===== config.mk =====
export PLATFORM = sky130hd
export DESIGN_NAME = coreid_reader
export DESIGN_NICKNAME = d
export VERILOG_FILES = /design/src/rtl/zxuno_regs_pkg.sv /design/src/rtl/coreid_reader_buf.sv /design/src/rtl/coreid_reader.sv
export SDC_FILE = /design/constraint.sdc
export NUM_CORES = 1
export LEC_CHECK = 0
export ABC_AREA = 1
export BUFFER_PORTS_ARGS = -buffer_cell sky130_fd_sc_hd__buf_2
export CAP_MARGIN = 20
export CORE_UTILIZATION = 45
export CTS_CLUSTER_SIZE = 24
export DETAILED_ROUTE_END_ITERATION = 12
export HOLD_SLACK_MARGIN = 0.08
export PLACE_DENSITY = 0.66
export SETUP_SLACK_MARGIN = 0.1
export SLEW_MARGIN = 30
export SYNTH_ARGS = -nofsm -noshare
export SYNTH_HDL_FRONTEND = slang
export SYNTH_SLANG_ARGS = --single-unit

===== constraint.sdc =====
create_clock -name clk -period 2.1 [get_ports clk]
set_clock_uncertainty 0.1 [all_clocks]
set_input_delay 0.525 -clock clk [delete_from_list [all_inputs] [get_ports clk]]
set_output_delay 0.525 -clock clk [all_outputs]
set_load 0.02 [all_outputs]

===== src/rtl/zxuno_regs_pkg.sv =====
// rtl/zxuno_regs_pkg.sv - ZX-Uno register numbers and core-ID reader state encoding
package zxuno_regs_pkg;

    localparam logic [7:0] REG_COREID    = 8'hFF;
    localparam int         COREID_MAXLEN = 16;

    typedef enum logic [2:0] {
        RD_IDLE   = 3'd0,
        RD_SELECT = 3'd1,
        RD_SETTLE = 3'd2,
        RD_STROBE = 3'd3,
        RD_GAP    = 3'd4,
        RD_FINISH = 3'd5
    } reader_state_t;

    function automatic int max2(input int a, input int b);
        return (a > b) ? a : b;
    endfunction

endpackage


===== src/rtl/coreid_reader_buf.sv =====
// rtl/coreid_reader_buf.sv - core-ID byte buffer, synchronous write, asynchronous read
module coreid_reader_buf #(
    parameter int DEPTH = 16,
    parameter int AW    = 4
) (
    input  logic          clk,
    input  logic          we,
    input  logic [AW-1:0] waddr,
    input  logic [7:0]    wdata,
    input  logic [AW-1:0] raddr,
    output logic [7:0]    rdata
);

    logic [7:0] r_mem [DEPTH];

    always_ff @(posedge clk) begin
        if (we) begin
            r_mem[waddr] <= wdata;
        end
    end

    assign rdata = r_mem[raddr];

endmodule


===== src/rtl/coreid_reader.sv =====
// rtl/coreid_reader.sv - fetches the NUL-terminated core-ID string into a local buffer
module coreid_reader
    import zxuno_regs_pkg::*;
#(
    parameter logic [7:0] REGADDR    = REG_COREID,
    parameter int         MAXLEN     = COREID_MAXLEN,
    parameter int         RD_CYCLES  = 2,
    parameter int         GAP_CYCLES = 2
) (
    input  logic       clk,
    input  logic       rst,
    input  logic       start,
    output logic       bus_req,
    output logic [7:0] zxuno_addr,
    output logic       regaddr_changed,
    output logic       zxuno_regrd,
    input  logic [7:0] din,
    output logic       busy,
    output logic       done,
    output logic [4:0] len,
    input  logic [3:0] rd_index,
    output logic [7:0] rd_char
);

    localparam int             TW       = $clog2(max2(RD_CYCLES, GAP_CYCLES) + 1);
    localparam logic [TW-1:0]  RD_LAST  = TW'(RD_CYCLES - 1);
    localparam logic [TW-1:0]  GAP_LAST = TW'(GAP_CYCLES - 1);
    localparam logic [4:0]     LEN_MAX  = 5'(MAXLEN);

    reader_state_t r_state;
    reader_state_t w_state_nxt;
    logic [TW-1:0] r_timer;
    logic [4:0]    r_count;
    logic [4:0]    r_len;
    logic          w_last_strobe;
    logic          w_last_gap;
    logic          w_nul;
    logic          w_store;
    logic [7:0]    w_buf_rdata;

    always_comb begin
        w_last_strobe = (r_state == RD_STROBE) && (r_timer == RD_LAST);
        w_last_gap    = (r_state == RD_GAP) && (r_timer == GAP_LAST);
        w_nul         = (din == 8'h00);
        w_store       = w_last_strobe && !w_nul;
        w_state_nxt   = r_state;
        case (r_state)
            RD_IDLE:   if (start) w_state_nxt = RD_SELECT;
            RD_SELECT: w_state_nxt = RD_SETTLE;
            RD_SETTLE: w_state_nxt = RD_STROBE;
            RD_STROBE: if (w_last_strobe) w_state_nxt = w_nul ? RD_FINISH : RD_GAP;
            RD_GAP:    if (w_last_gap) w_state_nxt = (r_count == LEN_MAX) ? RD_FINISH : RD_STROBE;
            RD_FINISH: w_state_nxt = RD_IDLE;
            default:   w_state_nxt = RD_IDLE;
        endcase
    end

    // Timer restarts on every state change; only STROBE and GAP consume it.
    always_ff @(posedge clk or posedge rst) begin
        if (rst) begin
            r_state <= RD_IDLE;
            r_timer <= '0;
            r_count <= '0;
            r_len   <= '0;
        end else begin
            r_state <= w_state_nxt;
            if (((r_state == RD_STROBE) || (r_state == RD_GAP)) && (w_state_nxt == r_state)) begin
                r_timer <= r_timer + 1'b1;
            end else begin
                r_timer <= '0;
            end
            if ((r_state == RD_IDLE) && start) begin
                r_count <= '0;
                r_len   <= '0;
            end else if (w_store) begin
                r_count <= r_count + 5'd1;
                r_len   <= r_len + 5'd1;
            end
        end
    end

    coreid_reader_buf #(
        .DEPTH (MAXLEN),
        .AW    (4)
    ) u_buf (
        .clk   (clk),
        .we    (w_store),
        .waddr (r_count[3:0]),
        .wdata (din),
        .raddr (rd_index),
        .rdata (w_buf_rdata)
    );

    // Outputs decode straight from the state register so reset drops them immediately.
    assign busy            = (r_state != RD_IDLE);
    assign bus_req         = busy;
    assign done            = (r_state == RD_FINISH);
    assign regaddr_changed = (r_state == RD_SELECT);
    assign zxuno_regrd     = (r_state == RD_STROBE);
    assign zxuno_addr      = (busy && !done) ? REGADDR : 8'h00;
    assign len             = r_len;
    assign rd_char         = ({1'b0, rd_index} < r_len) ? w_buf_rdata : 8'h00;

endmodule


==> results.py, run 1 <==
metrics = {
    "status": {
        "status": "finished, violations left",
        "violations": "negative setup slack",
    },
    "timing": {
        "timing.final.crit_share_pct": 123,
        "slew_headroom_pct": 58.1,
        "period_needed_ns": 2.58,
        "drv_slew": 0,
        "fin_ws_ns": -0.477,
        "setup_tns_ns": -4.75,
        "rsz0062_at_grt": "yes",
        "finalHoldViolCount": 0,
        "setup_viol": 16,
        "fmax_mhz": 388,
        "worstMarginPinSlew_ns": 0.628,
    },
    "yosys": {
        "ys.flop_type": "edfxtp_1",
        "synthCells": 641,
        "postSynthAreaPerCell_um2": 10.2,
        "ys_ff_latch": 143,
        "netlist.area_leader.share_pct": 58.7,
        "yosysUniqueCellTypes": 25,
        "synthArstFlopShare_pct": 10.5,
        "synth_nets": 665,
        "seq_area_frac_synth_pct": 64.4,
        "synthesis.area_um2": 6550,
        "ys_warn_count": 0,
        "synth.area.top_cells": "edfxtp_1, nand2_1, nand3_1, dfrtp_1, inv_1",
        "synth_edf_count": 128,
        "synth_area_leader_cell": "edfxtp_1",
    },
    "clock_tree": {
        "ctsHoldBuffers": 0,
        "htreeDepth": 4,
        "cts_buffers": 17,
        "clock_latency_ns": 0.42,
        "clock_path_buffers": 2,
        "clock-sinks": 143,
        "clk_pin_slew_ns": 0.06,
        "cts_tree": "yes",
        "clockRootBuffer": "clkbuf_16",
    },
    "die": {
        "io_pins": 41,
        "coreArea_um2": 14000,
        "rows": 43,
        "die_x_um": 123,
        "die_h_um": 123,
        "dieArea_um2": 15000,
        "start_util_pct": 46.6,
    },
    "placement": {
        "finalWeightedCongestion": 0.813,
        "dp_cells": 890,
        "dpl_worst_slack_ns": -0.462,
        "hpwl_um": 10600,
        "port_buffers": 40,
    },
    "detailed_routing": {
        "drtPass1Iterations": 6,
        "vias": 4862,
        "final_antenna_net_count": 0,
        "drt_wl_total_um": 16200,
        "drt_iter0_drc": 491,
        "routedWlPerCell_um": 17.3,
        "via_per_inst": 5.19,
        "drc": 0,
    },
    "global_route": {
        "grt_util_all_layers_pct": 23.1,
        "antenna_found_initial": 0,
        "grt_overflow": 0,
        "grt_pass1_wl_um": 24900,
        "grt_max_degree": 28,
        "grt_pass1_vias": 4722,
    },
    "finish": {
        "area_delta_synth_final_pct": 32.4,
        "fin_cells": 937,
        "nNetsFinal": 770,
        "drive_above_1_share_pct": 30.3,
        "antenna_cells": 0,
        "final_util_pct": 61.7,
    },
    "worst_setup_path": {
        "cp_data_arrival_time_ns": 1.95,
        "crit_fanout": 7,
        "start_kind": "flip-flop",
        "r2r.worst_path.cells": 11,
        "end_kind": "primary output",
        "required_ns": 1.47,
        "path_class": "flip-flop to primary output",
    },
    "power_and_ir_drop": {
        "peakVddDrop_mv": 1.12,
        "power_density_nw_per_um2": 1050,
        "p_leak_nw": 3.59,
    },
    "worst_hold_path": {
        "hp-class": "input port to async pin",
    },
    "run": {
        "drv_cap": 0,
    },
}
==> placed cells by master, fill, tap and decap left out, drive strengths merged <==
| master | netlist | routed |
|---|---|---|
| clkinv | 0 | 11 |
| buf | 31 | 122 |
| clkbuf | 5 | 17 |
| nor2 | 48 | 48 |
| nand2 | 164 | 164 |
| o21ai | 29 | 29 |
| xor2 | 5 | 5 |
| ha | 9 | 9 |
| inv | 80 | 79 |
| o211ai | 7 | 7 |
| edfxtp | 128 | 128 |
| dfrtp | 15 | 15 |
| a31oi | 1 | 1 |
| nand3 | 78 | 78 |
| nor3 | 15 | 15 |
| a21oi | 10 | 10 |
| nand4 | 2 | 2 |
| bufinv | 0 | 2 |
| or2 | 14 | 14 |
| clkinvlp | 0 | 1 |
==> sequential cells by signal, indices dropped and copies added, names as in the netlist <==
register / cells
r_count: 5
u_buf.r_mem: 128
r_state: 3
len: 5
r_timer: 2
==> final cells by class <==
| class | instances | area [um2] |
|---|---|---|
| sequential | 143 | 4220 |
| timing repair buffer | 122 | 1210 |
| inverter | 80 | 318 |
| fill | 1067 | 5380 |
| clock inverter | 13 | 125 |
| multi-input combinational | 382 | 2140 |
| tap | 180 | 225 |
| clock buffer | 17 | 425 |
==> repair_timing <==
item / CTS / global route
setup endpoints to repair: 45 / 125
pin swaps: 10 / 17
setup buffers: 9 / 9
gates cloned: 0 / 0
resized for setup: 70 / 40
==> routing by layer <==
metal	part of all wire (%)	vias up	track usage [%]
li1	-	2336	-
met1	45	2326	30.5
met2	48	185	37.3
met3	5.4	15	5.67
met4	1.3	0	7.62
met5	0	-	0
==> synthesized netlist by cell type (7+ instances only) <==
cell type / n
nor2_1: 46
edfxtp_1: 128
nand3_1: 77
nor3_1: 15
inv_1: 78
nand2_1: 164
dfrtp_1: 15
or2_2: 14
o21ai_0: 28
a21oi_1: 10
o211ai_1: 7
buf_2: 12
ha_1: 9
buf_4: 15
==> worst paths after layout <==
kind / from / endpoint / slack, ns
max in group asynchronous: rst / len[2]$_DFFE_PP0P_ / 1.36
setup / recovery: len[3]$_DFFE_PP0P_ / rd_char[4] / -0.48
hold reg to reg: r_timer[0]$_DFF_PP0_ / r_timer[0]$_DFF_PP0_ / 0.35
setup reg to reg: r_state[1]$_DFF_PP0_ / r_timer[0]$_DFF_PP0_ / 0.18
hold / removal: rst / r_timer[1]$_DFF_PP0_ / 0.09
min in group clk: r_timer[0]$_DFF_PP0_ / r_timer[0]$_DFF_PP0_ / 0.35
==> critical path: stages (launching register included) <==
cell,delay (ns)
dfrtp_2,0.36
inv_2,0.05
ha_4,0.25
inv_2,0.04
nor2_4,0.13
nand4_1,0.17
nand3_4,0.15
clkinv_8,0.11
nand2_4,0.09
nor2_4,0.04
buf_6,0.13
==> power by group <==
part           internal [mW]  total [mW]  switching [mW]
sequential              3.24        3.33          0.0844
clock                   1.71        2.83            1.11
combinational           1.36        2.97            1.61
==> cell families after synthesis <==
group | after synthesis | synth area share (%)
flip-flops | 143 | 64.4
adder cells (fa/ha/maj) | 9 | 1.72
AND/OR/NAND/NOR | 321 | 21.1
buffers and inverters | 116 | 8.08
AO/OA/AOI/OAI | 47 | 3.94
XOR/XNOR | 5 | 0.669
==> through the flow <==
stage / instance area [um2] / hold slack (ns) / total power [mW]
after floorplan: 6700 / 0.308 / 4.75
after global placement: 7550 / 0.318 / 5.40
after detailed placement: 7570 / 0.341 / 5.46
after CTS: 8450 / 0.0815 / 8.85
after global routing: 8670 / 0.127 / 9.49
final: 8670 / 0.0875 / 9.13
No activity file was read; power rests on OpenSTA's default activity.
==> run 2: changes to the inputs <==
--- a/config.mk
+++ b/config.mk
@@ -13,6 +13,7 @@
 export DETAILED_ROUTE_END_ITERATION = 12
 export HOLD_SLACK_MARGIN = 0.08
 export PLACE_DENSITY = 0.66
+export RECOVER_POWER = 100
 export SETUP_SLACK_MARGIN = 0.1
 export SLEW_MARGIN = 30
 export SYNTH_ARGS = -nofsm -noshare
==> results.py, run 2 (synthesis results as in run 1) <==
metrics = {
    "status": {
        "status": "finished, violations left",
        "violations": "negative setup slack",
    },
    "run": {
        "drv_cap": 0,
    },
    "global_route": {
        "grt_pass1_wl_um": 24900,
        "antenna_found_initial": 0,
        "grt_pass1_vias": 4722,
        "grt_util_all_layers_pct": 23.1,
        "grt_max_degree": 28,
        "grt_overflow": 0,
    },
    "finish": {
        "antenna_cells": 0,
        "largest_reg_flops": 128,
        "area_delta_synth_final_pct": 31.7,
        "nNetsFinal": 770,
        "final_util_pct": 61.4,
        "fin_cells": 937,
        "drive_above_1_share_pct": 28.3,
        "final_common_cell": "nand2_1",
        "mostFrequentLayoutCells": "nand2_1, edfxtp_1, nand3_1",
        "top_register": "u_buf.r_mem",
    },
    "timing": {
        "setup_viol": 18,
        "worstMarginPinSlew_ns": 1.00,
        "period_needed_ns": 2.57,
        "drv_slew": 0,
        "fmax_mhz": 389,
        "setup_tns_ns": -6.02,
        "timing.hold.ws_ns": 0.0873,
        "slew_headroom_pct": 33.4,
        "finalHoldViolCount": 0,
        "rsz0062_at_grt": "yes",
        "timing.final.crit_share_pct": 123,
        "fin_ws_ns": -0.474,
    },
    "clock_tree": {
        "clock_path_buffers": 2,
        "cts_buffers": 17,
        "ctsHoldBuffers": 0,
        "clk_pin_slew_ns": 0.06,
        "htreeDepth": 4,
        "clockRootBuffer": "clkbuf_16",
        "clock_latency_ns": 0.42,
        "clock-sinks": 143,
        "cts_tree": "yes",
    },
    "worst_setup_path": {
        "cp-startpoint": "len[3]$_DFFE_PP0P_",
        "r2r_slack_ns": 0.01,
        "path_class": "flip-flop to primary output",
        "required_ns": 1.47,
        "regToRegStartpoint": "r_state[1]$_DFF_PP0_",
        "rr_endpoint": "r_timer[0]$_DFF_PP0_",
        "end_kind": "primary output",
        "crit_fanout": 7,
        "cp_data_arrival_time_ns": 1.95,
        "r2r.worst_path.cells": 11,
        "start_kind": "flip-flop",
    },
    "power_and_ir_drop": {
        "p_leak_nw": 3.55,
        "power_density_nw_per_um2": 1060,
        "peakVddDrop_mv": 1.11,
    },
    "placement": {
        "hpwl_um": 10600,
        "dp_cells": 890,
        "port_buffers": 40,
        "dpl_worst_slack_ns": -0.462,
        "finalWeightedCongestion": 0.813,
    },
    "die": {
        "dieArea_um2": 15000,
        "start_util_pct": 46.6,
        "coreArea_um2": 14000,
        "die_h_um": 123,
        "io_pins": 41,
        "rows": 43,
        "die_x_um": 123,
    },
    "detailed_routing": {
        "final_antenna_net_count": 0,
        "drt_wl_total_um": 16200,
        "via_per_inst": 5.16,
        "drc": 0,
        "routedWlPerCell_um": 17.2,
        "drt_iter0_drc": 626,
        "drtPass1Iterations": 5,
        "vias": 4839,
    },
    "worst_hold_path": {
        "hp-class": "input port to async pin",
    },
}
-- run 2: cell count changes in the layout (fill, tap and decap cells not counted), sizes merged --
| cell | previous run | this run |
|---|---|---|
| buf | 122 | 108 |
| clkbuf | 17 | 31 |
-- run 2: critical path, stage by stage (launching register included) --
cell and delay, ns:
dfrtp_2 0.36, inv_2 0.05, ha_4 0.25, inv_2 0.04, nor2_4 0.13, nand4_1 0.17
nand3_4 0.15, clkinv_8 0.11, nand2_4 0.09, nor2_4 0.04, buf_6 0.13
-- run 2: how the worst max path moves through the flow --
stage | end | cells past startpoint
after global routing | rd_char[4] | 10
after CTS | rd_char[0] | 10
final | rd_char[4] | 10
after global placement | rd_char[0] | 8
after detailed placement | rd_char[0] | 8
after floorplan | u_buf.r_mem[10][0]$_DFFE_PP_ | 8
-- run 2: power breakdown --
group / switching, mW / internal (mW)
clock network: 1.11 / 1.71
registers: 0.0839 / 3.25
logic: 1.60 / 1.34
-- run 2: timing repair --
action | CTS | global route
pin swaps | 10 | 17
resized for setup | 70 | 40
setup endpoints to repair | 45 | 125
buffers inserted | 9 | 9
-- run 2: final cells by class --
class / count / area (um2)
fill: 1083 / 5420
sequential: 143 / 4220
clock buffer: 17 / 425
tap: 180 / 225
inverter: 80 / 318
multi-input combinational: 382 / 2130
clock inverter: 13 / 125
timing repair buffer: 122 / 1170
-- run 2: routing by layer --
| metal | routed length (um) | GRT usage, % | part of all wire (%) |
|---|---|---|---|
| met4 | 219 | 7.62 | 1.4 |
| met2 | 7810 | 37.3 | 48 |
| met3 | 863 | 5.67 | 5.3 |
| met1 | 7260 | 30.5 | 45 |
| met5 | 0 | 0 | 0 |
-- run 2: through the flow --
step	total power [mW]	cell area, um2
final	9.10	8620
after global routing	9.47	8620
after CTS	8.85	8450
after detailed placement	5.46	7570
after global placement	5.40	7550
after floorplan	4.75	6700
==> run 3: changes to the inputs <==
--- a/config.mk
+++ b/config.mk
@@ -5,14 +5,13 @@
 export SDC_FILE = /design/constraint.sdc
 export NUM_CORES = 1
 export LEC_CHECK = 0
-export ABC_AREA = 1
 export BUFFER_PORTS_ARGS = -buffer_cell sky130_fd_sc_hd__buf_2
 export CAP_MARGIN = 20
 export CORE_UTILIZATION = 45
 export CTS_CLUSTER_SIZE = 24
 export DETAILED_ROUTE_END_ITERATION = 12
 export HOLD_SLACK_MARGIN = 0.08
-export PLACE_DENSITY = 0.66
+export PLACE_DENSITY = 0.67
 export RECOVER_POWER = 100
 export SETUP_SLACK_MARGIN = 0.1
 export SLEW_MARGIN = 30
==> results.py, run 3 <==
metrics = {
    "timing": {
        "worstMarginPinSlew_ns": 0.638,
        "fmax_mhz": 377,
        "timing.hold.ws_ns": 0.347,
        "drv_slew": 0,
        "setup_tns_ns": -5.92,
        "slew_headroom_pct": 57.5,
        "period_needed_ns": 2.65,
        "timing.final.crit_share_pct": 126,
        "setup_viol": 22,
        "fin_ws_ns": -0.552,
        "rsz0062_at_grt": "yes",
        "finalHoldViolCount": 0,
    },
    "yosys": {
        "synth_area_leader_cell": "edfxtp_1",
        "postSynthAreaPerCell_um2": 18.4,
        "ys_ff_latch": 143,
        "synth_edf_count": 128,
        "netlist.area_leader.share_pct": 63.1,
        "seq_area_frac_synth_pct": 69.3,
        "ys.flop_type": "edfxtp_1",
        "synthCells": 331,
        "synthesis.area_um2": 6090,
        "synth.area.top_cells": "edfxtp_1, mux4_1, dfrtp_1, mux2i_1, ha_1",
        "ys_top_cells_by_count": "edfxtp_1, mux4_1, nor2_1, mux2i_1, dfrtp_1",
        "yosysUniqueCellTypes": 37,
        "ys_warn_count": 0,
        "synth_nets": 355,
        "synthArstFlopShare_pct": 10.5,
        "yosysMostFrequentCell": "edfxtp_1",
    },
    "die": {
        "die_h_um": 118,
        "start_util_pct": 46.0,
        "die_x_um": 118,
        "io_pins": 41,
        "rows": 42,
        "dieArea_um2": 14000,
        "coreArea_um2": 13200,
    },
    "clock_tree": {
        "clock_latency_ns": 0.41,
        "clockRootBuffer": "clkbuf_16",
        "clock-sinks": 143,
        "clock_path_buffers": 2,
        "clk_pin_slew_ns": 0.06,
        "htreeDepth": 4,
        "cts_tree": "yes",
        "cts_buffers": 17,
    },
    "finish": {
        "area_delta_synth_final_pct": 36.5,
        "antenna_cells": 0,
        "mostFrequentLayoutCells": "edfxtp_1, buf_4, buf_6",
        "final_util_pct": 62.8,
        "top_register": "u_buf.r_mem",
        "nNetsFinal": 481,
        "fin_cells": 645,
        "final_common_cell": "edfxtp_1",
        "largest_reg_flops": 128,
        "stdcell_area_um2": 8310,
        "drive_above_1_share_pct": 40.7,
    },
    "worst_setup_path": {
        "crit_fanout": 8,
        "cp_data_arrival_time_ns": 2.03,
        "crit_path_max_incr_delay_ns": 0.45,
        "start_kind": "flip-flop",
        "end_kind": "primary output",
        "slowest_stage": "a211o_4",
        "path_class": "flip-flop to primary output",
        "required_ns": 1.47,
        "crit_chain": "inv_2 -> ha_4 -> a21o_1 -> a211o_4 -> a21oi_4 -> buf_6",
    },
    "global_route": {
        "grt_util_all_layers_pct": 20.8,
        "grt_max_degree": 32,
        "grt_pass1_vias": 3643,
        "antenna_found_initial": 0,
        "grt_overflow": 0,
        "grt_pass1_wl_um": 20800,
    },
    "detailed_routing": {
        "drt_wl_total_um": 13800,
        "routedWlPerCell_um": 21.5,
        "vias": 3453,
        "final_antenna_net_count": 0,
        "via_per_inst": 5.35,
        "drc": 0,
        "drt_iter0_drc": 231,
        "drtPass1Iterations": 4,
    },
    "placement": {
        "dp_cells": 566,
        "placed_area_um2": 6930,
        "finalWeightedCongestion": 0.714,
        "hpwl_um": 8180,
        "port_buffers": 40,
    },
    "status": {
        "status": "finished, violations left",
        "violations": "negative setup slack",
    },
    "worst_hold_path": {
        "hp-class": "flip-flop to flip-flop",
    },
    "power_and_ir_drop": {
        "power_density_nw_per_um2": 1110,
        "peakVddDrop_mv": 0.927,
        "p_leak_nw": 3.03,
    },
    "run": {
        "drv_cap": 0,
    },
}
run 3: metal layers:
layer | track usage (%) | share of wire [%] | up-vias
met5 | 0 | 0 | -
met4 | 6.01 | 1.5 | 0
met3 | 4.92 | 4.9 | 16
met2 | 35.0 | 50 | 97
met1 | 26.9 | 43 | 1761
li1 | - | - | 1579
run 3: through the flow:
step	power (mW)	worst slack [ns]
global route	9.53	-0.593
CTS	9.20	-0.610
finish	9.19	-0.552
detailed placement	5.47	-0.672
floorplan	4.80	-0.243
global placement	5.42	-0.622
run 3: worst max-delay path, delay by kind of cell, from the launching register on:
| family | cells | cell delay, ns |
|---|---|---|
| compound gates | 3 | 0.82 |
| fa+ha+maj | 1 | 0.19 |
| buf+inv | 2 | 0.22 |
| flops | 1 | 0.39 |
run 3: layout make-up:
type,count,area [um2]
Fill cell,941,4930
Sequential cell,143,4220
Multi-Input combinational cell,155,2040
Timing Repair Buffer,130,1190
Clock buffer,19,433
Tap cell,176,220
Clock inverter,12,168
Inverter,10,40.0
run 3: final timing paths:
path / depth (start not counted) / start / endpoint / slack (ns)
worst max-delay path: 6 / len[1]$_DFFE_PP0P_ / rd_char[4] / -0.55
worst min-delay path: 1 / r_timer[0]$_DFF_PP0_ / r_timer[0]$_DFF_PP0_ / 0.35
worst max register to register: 11 / r_state[2]$_DFF_PP0_ / len[1]$_DFFE_PP0P_ / -0.06
worst min register to register: 1 / r_timer[0]$_DFF_PP0_ / r_timer[0]$_DFF_PP0_ / 0.35
max in group asynchronous: 3 / rst / len[0]$_DFFE_PP0P_ / 0.88
min in group asynchronous: 3 / rst / r_timer[1]$_DFF_PP0_ / 0.62
run 3: report_power, final:
part           internal (mW)  switching, mW
clock network           1.97           1.08
logic                   1.28           1.43
registers               3.31          0.121
run 3: kinds of logic after synthesis:
family                     Yosys count  share of synthesized area (%)
DFF                                143                           69.3
muxes                               58                           17.9
and+or+nand+nor                     58                           4.58
buffers and inverters               33                           3.22
AOI/OAI and AO/OA                   26                           2.59
adders and majority gates            9                           1.85
xor gates and xnor gates             4                          0.575
run 3: repair_timing:
action | 4_1_cts | 5_1_grt
pin swaps | 23 | 19
hold endpoints to repair | 15 | 0
gates cloned | 2 | 0
setup endpoints to repair | 148 | 154
gates resized for setup | 91 | 22
setup buffers | 32 | 15
hold buffers | 1 | 0
